**src/rtl/i2c_xfer_arbiter.sv**
```systemverilog
// Round-robin arbiter that lets NREQ clients share one two-wire master for
// 2-byte writes (address byte, then data byte), with a per-byte watchdog.
module i2c_xfer_arbiter #(
  parameter int NREQ    = 4,
  parameter int TIMEOUT = 1023,
  parameter int TW      = 10
) (
  input  logic              clk,
  input  logic              reset,
  input  logic [NREQ-1:0]   req,
  input  logic [NREQ*7-1:0] req_addr,
  input  logic [NREQ*8-1:0] req_data,
  output logic [NREQ-1:0]   gnt,
  output logic [NREQ-1:0]   done,
  output logic [NREQ-1:0]   err,
  output logic              m_start,
  output logic [7:0]        m_data,
  input  logic              m_busy
);
  localparam int IW = (NREQ > 1) ? $clog2(NREQ) : 1;

  typedef enum logic [2:0] {
    IDLE, SEND_A, WAIT_HI, WAIT_LO, SEND_D, FINISH, ABORT
  } state_t;

  typedef struct packed {
    logic [6:0] addr;
    logic [7:0] data;
  } xfer_t;

  state_t          state, state_nxt;
  xfer_t           xf, xf_nxt;
  logic [IW-1:0]   idx, idx_nxt, idx_p1;
  logic [IW-1:0]   rr, rr_nxt;
  logic            phase, phase_nxt;   // 0: address byte in flight, 1: data byte
  logic [TW-1:0]   cnt, cnt_nxt, cnt_inc;
  logic            tmo;
  logic [NREQ-1:0] gnt_nxt, done_nxt, err_nxt, idx_oh;
  logic            m_start_nxt;
  logic [7:0]      m_data_nxt;
  logic            pick_vld;
  logic [IW-1:0]   pick;

  // First asserted request at or after the rr pointer, wrapping.
  always_comb begin
    int j;
    pick_vld = 1'b0;
    pick     = '0;
    for (int i = 0; i < NREQ; i++) begin
      j = int'(rr) + i;
      if (j >= NREQ) j = j - NREQ;
      if (!pick_vld && req[j]) begin
        pick_vld = 1'b1;
        pick     = IW'(j);
      end
    end
  end

  // Watchdog saturates at TIMEOUT so it can never wrap back to a small value.
  assign cnt_inc = (cnt == TW'(TIMEOUT)) ? cnt : cnt + 1'b1;
  assign tmo     = (cnt_inc == TW'(TIMEOUT));
  assign idx_p1  = (idx == IW'(NREQ-1)) ? '0 : idx + 1'b1;
  assign idx_oh  = NREQ'(1) << idx;

  always_comb begin
    state_nxt   = state;
    xf_nxt      = xf;
    idx_nxt     = idx;
    rr_nxt      = rr;
    phase_nxt   = phase;
    cnt_nxt     = cnt;
    gnt_nxt     = gnt;
    done_nxt    = '0;
    err_nxt     = '0;
    m_start_nxt = 1'b0;
    m_data_nxt  = m_data;
    case (state)
      IDLE: begin
        if (pick_vld) begin
          idx_nxt     = pick;
          xf_nxt.addr = req_addr[int'(pick)*7 +: 7];
          xf_nxt.data = req_data[int'(pick)*8 +: 8];
          gnt_nxt     = NREQ'(1) << pick;
          state_nxt   = SEND_A;
        end
      end
      SEND_A: begin
        m_start_nxt = 1'b1;
        m_data_nxt  = {xf.addr, 1'b0};
        phase_nxt   = 1'b0;
        cnt_nxt     = '0;
        state_nxt   = WAIT_HI;
      end
      SEND_D: begin
        m_start_nxt = 1'b1;
        m_data_nxt  = xf.data;
        phase_nxt   = 1'b1;
        cnt_nxt     = '0;
        state_nxt   = WAIT_HI;
      end
      WAIT_HI: begin
        cnt_nxt = cnt_inc;
        if (m_busy) begin
          state_nxt = WAIT_LO;
        end else if (tmo) begin
          state_nxt  = ABORT;
          err_nxt    = idx_oh;
          m_data_nxt = '0;
        end
      end
      WAIT_LO: begin
        cnt_nxt = cnt_inc;
        if (!m_busy) begin
          if (phase) begin
            state_nxt = FINISH;
            done_nxt  = idx_oh;
          end else begin
            state_nxt = SEND_D;
          end
        end else if (tmo) begin
          state_nxt  = ABORT;
          err_nxt    = idx_oh;
          m_data_nxt = '0;
        end
      end
      FINISH, ABORT: begin
        gnt_nxt   = '0;
        rr_nxt    = idx_p1;
        state_nxt = IDLE;
      end
      default: state_nxt = IDLE;
    endcase
  end

  always_ff @(posedge clk or negedge reset) begin
    if (!reset) begin
      state   <= IDLE;
      xf      <= '0;
      idx     <= '0;
      rr      <= '0;
      phase   <= 1'b0;
      cnt     <= '0;
      gnt     <= '0;
      done    <= '0;
      err     <= '0;
      m_start <= 1'b0;
      m_data  <= 8'h00;
    end else begin
      state   <= state_nxt;
      xf      <= xf_nxt;
      idx     <= idx_nxt;
      rr      <= rr_nxt;
      phase   <= phase_nxt;
      cnt     <= cnt_nxt;
      gnt     <= gnt_nxt;
      done    <= done_nxt;
      err     <= err_nxt;
      m_start <= m_start_nxt;
      m_data  <= m_data_nxt;
    end
  end

endmodule

```
**config.mk**
```make
export PLATFORM = sky130hd
export DESIGN_NAME = i2c_xfer_arbiter
export DESIGN_NICKNAME = d
export VERILOG_FILES = /design/src/rtl/i2c_xfer_arbiter.sv
export SDC_FILE = /design/constraint.sdc
export NUM_CORES = 1
export LEC_CHECK = 0
export ABC_AREA = 0
export CAP_MARGIN = 10
export CELL_PAD_IN_SITES_DETAIL_PLACEMENT = 1
export CELL_PAD_IN_SITES_GLOBAL_PLACEMENT = 1
export CORE_ASPECT_RATIO = 1.5
export CORE_MARGIN = 4
export CORE_UTILIZATION = 40
export CTS_CLUSTER_DIAMETER = 200
export DETAILED_ROUTE_END_ITERATION = 12
export PLACE_DENSITY_LB_ADDON = 0.1
export SYNTH_ARGS = -nofsm -noshare
export SYNTH_HDL_FRONTEND = slang
export SYNTH_SLANG_ARGS = --single-unit
export TNS_END_PERCENT = 30
```
**constraint.sdc**
```tcl
create_clock -name clk -period 4.38 [get_ports clk]
set_input_delay 0.876 -clock clk [delete_from_list [all_inputs] [get_ports clk]]
set_output_delay 0.876 -clock clk [all_outputs]
set_load 0.02 [all_outputs]
```
==> results_dict.tcl, run 1 <==
set metrics [dict create \
    max_stage_delay_ns 0.87 \
    power_density_nw_per_um2 584.9 \
    clockBufferDepth 2 \
    grt_max_degree 36 \
    place_congestion 0.7919 \
    finalSetupViolCount 0 \
    hold_class "reg2reg" \
    pin_count 88 \
    synth_area_leaders "dfrtp_1 38%, mux2i_1 12%, mux2_2 4.8%" \
    maxCapViolations 0 \
    drtAntennaViolNets 0 \
    die_area_um2 10400 \
    area_growth_pct 32.09 \
    start_util 0.4135 \
    grt_pass1_vias 3228 \
    cts_tree "built" \
    multi_input_area_um2 2058 \
    dr.pass1.iters 4 \
    layout-drive-gt1-share 0.09868 \
    yosysMostFrequentCell "dfrtp_1" \
    synth.distinct_cells 55 \
    finalMaxSlewViolations 0 \
    drtIter0Drc 163 \
    ctsHoldBuffers 0 \
    crit_path_frequent_cell "nand2_4" \
    rows 41 \
    postLayoutSetupSlackWorst_ns 1.410 \
    numPortBuffers 87 \
    routed_wl_um 9839 \
    grt_pass1_wl_um 15860 \
    antenna_cells 0 \
    cp_data_arrival_time_ns 3.21 \
    via_count 3213 \
    layout_min_cycle_time_ns 2.970 \
    track_usage 0.1887 \
    setup_tns_ns 0 \
    critPathSlowestCell "a2111oi_4" \
    max_slew_margin 0.3749 \
    numCtsBuffers 5 \
    syn_area_um2 3521 \
    async_flop_share 1.000 \
    synth.avg_cell_area_um2 9.265 \
    worstPathCellList "ha_1, nand2_4, nor3_4, nand2_4, a2111oi_4, and4_1, and2_1" \
    place_ws_ns 1.330 \
    register_area_um2 1351 \
    finalClockSkew_ns 0.003472 \
    via_per_inst 5.707 \
    overflow 0 \
    ctsRootBufferMaster "clkbuf_16" \
    crit_path_max_fanout 10 \
    die_w_um 84.61 \
    nFillCells 1006 \
    synth_edf_count 0 \
    antenna_found_initial 0 \
    ir_worst_vdd_v 0.0002727 \
    cp.required_ns 4.62 \
    endpoint_kind "flip-flop" \
    yosys.area.top_type_share 0.3838 \
    dpl.hpwl_um 7366 \
    worstSetupStartpointType "flip-flop" \
    power_leakage_nw 1.912 \
    cts.sinks 54 \
    crit_type "reg2reg" \
    synth_common_cells "54 x dfrtp_1, 42 x mux2i_1, 41 x nand2_1, 26 x o21ai_1, 22 x nor2_1" \
    clkLatencyLatePin_ns 0.30 \
    post_drt_wl_per_cell_um 17.48 \
    synth_fp_nets 452 \
    clkSlewWorstSetupHoldPaths_ns 0.07 \
    nets 527 \
    max_slew.worst_pin.slew_ns 0.9297 \
    rsz0062_at_grt "false" \
    synth_seq_cells 54 \
    yosysTopAreaCell "dfrtp_1" \
    yosysWarningCount 0 \
    period_share 0.6781 \
    drc 0 \
    finalHoldViolCount 0 \
    cts_max_level 2 \
    synth_cells 380 \
    synth-seq-area-share 0.3838 \
    cts_resized 0 \
    status "finished clean" \
    die_h_um 122.9 \
    timing.fmax_ghz 0.3367 \
    synth_flop_cell "dfrtp_1" \
    cts_setup_buffers 0 \
    core_um2 8516 \
]
==> power by group <==
part / switching [mW] / internal, mW / total (mW)
clock: 0.191 / 0.270 / 0.461
sequential: 0.217 / 0.668 / 0.885
combinational: 0.774 / 0.601 / 1.37
==> final cells by class <==
type                       count  share of cell area
clock buffer                   5             0.02690
clock inverter                 3            0.009685
inverter                       9            0.007264
multi-input combinational    293              0.4426
sequential                    54              0.2906
tap                          107             0.02879
timing repair buffer          92              0.1942
==> cells in the final DEF (no fill, tap or decap), types with 2 or more instances in the layout <==
cell type	count
a22o_1	7
nor2b_1	4
nor3_1	12
a22oi_1	8
inv_1	6
nor3_2	2
or2_1	2
clkinvlp_4	2
xnor2_1	3
o211ai_1	8
and3_1	2
nand2_4	2
a21oi_1	12
o21ai_1	26
and2_1	9
nand2_1	41
inv_2	3
o21a_1	2
or3_1	8
a32o_1	3
o21ai_0	15
ha_1	5
nor2_1	22
nand3_4	2
nand3_1	9
buf_4	5
dfrtp_1	54
mux2_2	15
o31ai_1	7
o211a_1	2
clkbuf_16	5
clkdlybuf4s50_1	86
mux2i_1	42
==> metal layers <==
| layer | vias to the layer above | GRT usage | routed length [µm] |
|---|---|---|---|
| met3 | 12 | 0.03200 | 469 |
| met4 | 0 | 0.07030 | 180 |
| met1 | 1592 | 0.2162 | 4073 |
| li1 | 1537 | - | - |
| met5 | - | 0 | 0 |
| met2 | 72 | 0.3490 | 5116 |
==> stage by stage <==
| step | hold WS [ns] | cell area (µm²) | instances | util | power (mW) |
|---|---|---|---|---|---|
| 2_1_floorplan | 0.4560 | 3521 | 380 | - | 1.818 |
| 3_3_place_gp | 0.4723 | 4481 | 555 | 0.5262 | 2.216 |
| 3_5_place_dp | 0.4844 | 4481 | 555 | 0.5262 | 2.280 |
| 4_1_cts | 0.5003 | 4651 | 563 | 0.5461 | 2.750 |
| 5_1_grt | 0.5257 | 4651 | 563 | 0.5461 | 2.930 |
| 6_report | 0.4957 | 4651 | 563 | 0.5461 | 2.720 |
==> state kept, by name, summed over array words and instances, names as in the netlist <==
name / count
cnt: 10
done: 4
err: 4
gnt: 4
idx: 2
m_data: 8
m_start: 1
phase: 1
rr: 2
state: 3
xf: 15
==> cells by family (layout without fill, tap and decap cells) <==
| kind of cell | after synthesis | count (layout) | synth area share |
|---|---|---|---|
| AO/OA/AOI/OAI | 101 | 101 | 0.1905 |
| buffers and inverters | 33 | 109 | 0.03696 |
| flip-flops | 54 | 54 | 0.3838 |
| AND/OR/NAND/NOR | 125 | 125 | 0.1905 |
| XOR/XNOR | 4 | 4 | 0.009952 |
| adder cells (fa/ha/maj) | 5 | 5 | 0.01777 |
| multiplexers | 58 | 58 | 0.1706 |
==> worst max-delay path, delay by kind of cell (launching register included) <==
| family | cells | cell delay [ns] |
|---|---|---|
| simple gates | 5 | 1.13 |
| compound gates | 1 | 0.87 |
| flops | 1 | 0.54 |
| fa+ha+maj | 1 | 0.35 |
==> worst paths after layout <==
| kind | from | end | slack, ns | depth (start not counted) |
|---|---|---|---|---|
| setup / recovery | cnt[0] | err[0] | 1.41 | 7 |
| hold / removal | xf[3] | xf[3] | 0.50 | 2 |
| setup reg to reg | cnt[0] | err[0] | 1.41 | 7 |
| hold reg to reg | xf[3] | xf[3] | 0.50 | 2 |
| max in group asynchronous | reset | xf[3] | 3.03 | 2 |
| min in group asynchronous | reset | idx[0] | 0.51 | 1 |
Note: power is estimated with default switching activity, not from simulation.
==> run 2: changes to the inputs <==
CORE_UTILIZATION = 37   (was 40)
clock period = 3 ns   (was 4.38 ns; I/O delays follow)
==> run 2 against run 1 <==
Wire length rose by 0.79%. Register-to-register slack worse by 0.91 ns. Cell area increased by 1.5%. Combinational power increased by 50%. First-iteration DRC count fell by 52%. Non-clock buffer count rose by 7. Clock-buffer cell count unchanged. Die area increased by 7.4%. Worst hold slack worse by 0.055 ns. Sequential power grew 44%. Highest routed layer unchanged. Power rose by 47%. Global-route usage fell by 0.20 points.
==> results_dict.tcl, run 2 (synthesized netlist as in run 1, its figures left out) <==
set metrics [dict create \
    finalSetupViolCount 0 \
    pin_count 88 \
    status "finished clean" \
    dr.pass1.iters 4 \
    rsz0062_at_grt "false" \
    crit_family "simple AND/OR/NAND/NOR gates" \
    layout_common_cells "86 x clkdlybuf4s50_1, 54 x dfrtp_1, 42 x mux2i_1, 41 x nand2_1, 26 x o21ai_1" \
    post_drt_wl_per_cell_um 17.25 \
    largest_registers "xf x15, cnt x10, m_data x8" \
    finalMaxSlewViolations 0 \
    cts_setup_buffers 0 \
    core_um2 9254 \
    start_util 0.3805 \
    timing.fmax_ghz 0.4000 \
    ir_worst_vdd_v 0.0004555 \
    max_stage_delay_ns 0.56 \
    power_leakage_nw 1.952 \
    final_common_cell "clkdlybuf4s50_1" \
    grt_pass1_vias 3485 \
    crit_type "reg2reg" \
    routed_wl_um 9917 \
    layout_min_cycle_time_ns 2.500 \
    clkSlewWorstSetupHoldPaths_ns 0.07 \
    grt_max_degree 42 \
    cts_max_level 2 \
    regMostFlops "xf" \
    largest_register_ffs 15 \
    numPortBuffers 87 \
    via_per_inst 5.560 \
    setup_tns_ns 0 \
    power_density_nw_per_um2 847.1 \
    antenna_cells 0 \
    cts_tree "built" \
    area_growth_pct 34.12 \
    drtIter0Drc 78 \
    numCtsBuffers 5 \
    finalHoldViolCount 0 \
    ctsHoldBuffers 0 \
    critPathSlowestCell "or4_1" \
    holdWs_ns 0.4406 \
    maxCapViolations 0 \
    drtAntennaViolNets 0 \
    grt_pass1_wl_um 16790 \
    die_area_um2 11170 \
    worstPathCellList "ha_1, or4_1, o31ai_1, buf_4, or2_1, and4_1, and2_1" \
    cts_resized 0 \
    drc 0 \
    path_buf_inv 1 \
    antenna_found_initial 0 \
    endpoint_kind "flip-flop" \
    nets 534 \
    die_h_um 127.5 \
    crit_path_max_fanout 10 \
    overflow 0 \
    rows 43 \
    die_w_um 87.65 \
    post_dp_cell_area_um2 4552 \
    max_slew.worst_pin.slew_ns 0.9583 \
    cp.required_ns 3.24 \
    period_share 0.8333 \
    track_usage 0.1867 \
    final_area_um2 4722 \
    clockBufferDepth 2 \
    place_congestion 0.7691 \
    fin_util 0.5103 \
    clkLatencyLatePin_ns 0.30 \
    cts.sinks 54 \
    max_slew_margin 0.3611 \
    hold_class "in2async" \
    ctsRootBufferMaster "clkbuf_16" \
    layout-drive-gt1-share 0.1123 \
    worstSetupStartpointType "flip-flop" \
    dpl.hpwl_um 7656 \
    cp_data_arrival_time_ns 2.74 \
    via_count 3197 \
    finalClockSkew_ns 0.007321 \
]
[run 2: cell count changes in the layout (fill, tap and decap cells not counted), sizes merged]
cell | before | now
buf | 6 | 13
[run 2: through the flow]
step	power, mW	std cells	setup WS, ns
finish	4.000	575	0.5002
CTS	4.055	575	0.4596
detailed placement	3.361	567	0.4827
global placement	3.287	567	0.5217
global route	4.356	575	0.3165
floorplan	2.654	380	0.6095
[run 2: worst reg2reg max path: cells and delay by family (launching register included)]
kind            cells  cell delay [ns]
compound gates      1             0.09
fa+ha+maj           1             0.33
buf+inv             1             0.20
flops               1             0.48
simple gates        4             1.34
[run 2: path summary, 6_finish.rpt]
| check | start | endpoint | slack (ns) | cells past startpoint |
|---|---|---|---|---|
| worst min register to register | xf[3] | xf[3] | 0.49 | 2 |
| worst max register to register | cnt[0] | err[1] | 0.50 | 7 |
| worst min-delay path | reset | cnt[7] | 0.44 | 1 |
| max in group asynchronous | reset | xf[13] | 1.78 | 2 |
| worst max-delay path | cnt[0] | err[1] | 0.50 | 7 |
| min in group clk | xf[3] | xf[3] | 0.49 | 2 |
[run 2: where the power goes]
part	total, mW	switching, mW	internal, mW
Combinational	2.05	1.14	0.918
Sequential	1.27	0.298	0.975
Clock	0.673	0.279	0.394
[run 2: final cells by class]
cell class | count | area, µm²
clock buffers | 5 | 125.1
inverters | 9 | 33.78
fillers | 1072 | 4532
repair buffers | 99 | 968.4
well taps | 112 | 140.1
multi-input cells | 293 | 2058
clock inverters | 3 | 45.04
flip-flops and latches | 54 | 1351
[run 2: per-layer routing]
layer | vias up | GRT usage | routed length [µm] | part of all wire
li1 | 1551 | - | - | -
met1 | 1561 | 0.2121 | 4017 | 0.41
met2 | 74 | 0.3388 | 5191 | 0.52
met3 | 11 | 0.04452 | 540 | 0.054
met4 | 0 | 0.05510 | 167 | 0.017
met5 | - | 0 | 0 | 0
==> run 3: changes to the inputs <==
CORE_UTILIZATION = 34   (was 37)
clock period = 2.1 ns   (was 3 ns; I/O delays follow)
==> run 3 against run 2 <==
Worst hold slack got worse by 0.36 ns. Non-clock buffer count rose by 41. Cell area rose by 7.7%. Critical path depth rose by 1. Cell count rose by 8.0%. Clock skew fell by 0.0027 ns. Sequential cell count did not move. Power rose by 53%. Fmax rose by 20%. Register-to-register slack got worse by 0.48 ns. First-iteration DRC count rose by 65%. Critical path type unchanged. Critical endpoint is now m_data[6]. Largest power group unchanged.
==> results_dict.tcl, run 3 (synthesized netlist as in run 1, its figures left out) <==
set metrics [dict create \
    post_dp_cell_area_um2 4918 \
    final_common_cell "clkdlybuf4s50_1" \
    area_growth_pct 44.39 \
    power_leakage_nw 2.163 \
    rsz0062_at_grt "true" \
    crit_path_max_fanout 7 \
    cp.required_ns 2.31 \
    finalClockSkew_ns 0.004643 \
    power_density_nw_per_um2 1201 \
    nets 575 \
    track_usage 0.1728 \
    numPortBuffers 87 \
    maxCapViolations 0 \
    critPathSlowestCell "or4_1" \
    finalHoldViolCount 0 \
    place_congestion 0.8259 \
    finalSetupViolCount 0 \
    die_h_um 132.6 \
    place_ws_ns -0.1814 \
    crit_path_frequent_cell "buf_4" \
    dr.pass1.iters 4 \
    drc 0 \
    largest_registers "xf x15, cnt x10, m_data x8" \
    antenna_cells 0 \
    dpl.hpwl_um 8244 \
    period_share 0.9907 \
    drtAntennaViolNets 0 \
    die_area_um2 12080 \
    timing.fmax_ghz 0.4807 \
    die_w_um 91.09 \
    drtIter0Drc 129 \
    crit_type "reg2reg" \
    final_area_um2 5084 \
    cts_tree "built" \
    layout_min_cycle_time_ns 2.080 \
    register_area_um2 1355 \
    reg2reg_depth 8 \
    ir_worst_vdd_v 0.0004877 \
    routed_wl_um 10370 \
    largest_register_ffs 15 \
    max_stage_delay_ns 0.51 \
    max_slew.worst_pin.slew_ns 0.5594 \
    pin_count 88 \
    grt_max_degree 32 \
    status "finished clean" \
    ctsHoldBuffers 0 \
    rows 45 \
    layout_common_cells "86 x clkdlybuf4s50_1, 51 x dfrtp_1, 48 x buf_4, 41 x nand2_1, 41 x mux2i_1" \
    post_drt_wl_per_cell_um 16.69 \
    nFillCells 1179 \
    endpoint_kind "flip-flop" \
    clkLatencyLatePin_ns 0.29 \
    multi_input_area_um2 2085 \
    max_slew_margin 0.6262 \
    layout-drive-gt1-share 0.1964 \
    start_util 0.3474 \
    cts_setup_buffers 0 \
    cts_max_level 2 \
    clkSlewWorstSetupHoldPaths_ns 0.07 \
    cts.sinks 54 \
    grt_pass1_wl_um 17030 \
    ctsRootBufferMaster "clkbuf_16" \
    overflow 0 \
    via_per_inst 5.325 \
    numCtsBuffers 5 \
    clockBufferDepth 2 \
    worstPathCellList "ha_4, buf_4, or4_1, o31ai_1, or2_1, buf_4, o21ai_0, nor3_1" \
    antenna_found_initial 0 \
    hold_class "in2async" \
    cp_data_arrival_time_ns 2.29 \
    worstSetupStartpointType "flip-flop" \
    core_um2 10130 \
    postLayoutSetupSlackWorst_ns 0.01955 \
    via_count 3307 \
    finalMaxSlewViolations 0 \
    grt_pass1_vias 3495 \
    regMostFlops "xf" \
]
## run 3: worst paths after layout
| path | from | endpoint | slack [ns] |
|---|---|---|---|
| max | cnt[0] | m_data[6] | 0.02 |
| min | reset | cnt[8] | 0.08 |
| max reg2reg | cnt[0] | m_data[6] | 0.02 |
| min reg2reg | gnt[0] | gnt[0] | 0.49 |
| max in group asynchronous | reset | xf[5] | 1.38 |
| min in group clk | gnt[0] | gnt[0] | 0.49 |
## run 3: what timing repair did
action	in CTS	in global routing
resized for setup	2	3
pin swaps	1	4
setup endpoints to repair	7	11
## run 3: metal layers
| metal | wire length [µm] | vias up | share of wire | GRT usage |
|---|---|---|---|---|
| met5 | 0 | - | 0 | 0 |
| met4 | 172 | 0 | 0.017 | 0.05621 |
| met3 | 450 | 11 | 0.043 | 0.02844 |
| met2 | 5616 | 88 | 0.54 | 0.3367 |
| met1 | 4127 | 1574 | 0.40 | 0.1848 |
| li1 | - | 1634 | - | - |
## run 3: metrics by stage
stage	utilization	hold WS [ns]	power [mW]	setup TNS, ns	instances
floorplan	-	0.1244	3.821	-1.201	380
finish	0.5016	0.07818	6.103	0	621
CTS	0.5005	0.08747	6.174	0	621
global route	0.5016	0.1028	6.580	-0.6590	621
detailed placement	0.4853	0.4113	5.303	-2.427	613
global placement	0.4853	0.4121	5.222	-1.757	613
## run 3: where the power goes
| group | total, mW | switching (mW) | internal, mW | leakage, nW |
|---|---|---|---|---|
| registers | 1.70 | 0.295 | 1.40 | 0.695 |
| logic | 3.58 | 1.88 | 1.70 | 1.40 |
| clock network | 0.830 | 0.388 | 0.443 | 0.0698 |
## run 3: layout make-up
class                           instances  area share
Tap cell                              117     0.02880
Multi-Input combinational cell        293      0.4100
Inverter                                9    0.006645
Clock buffer                            5     0.02461
Sequential cell                        54      0.2666
Timing Repair Buffer                  140      0.2592
Clock inverter                          3    0.004184
## run 3: worst max-delay path, delay by kind of cell, from the launching register on
| family | cells | cell delay [ns] |
|---|---|---|
| compound gates | 2 | 0.19 |
| flops | 1 | 0.43 |
| buf+inv | 2 | 0.31 |
| simple gates | 3 | 0.88 |
| fa+ha+maj | 1 | 0.18 |
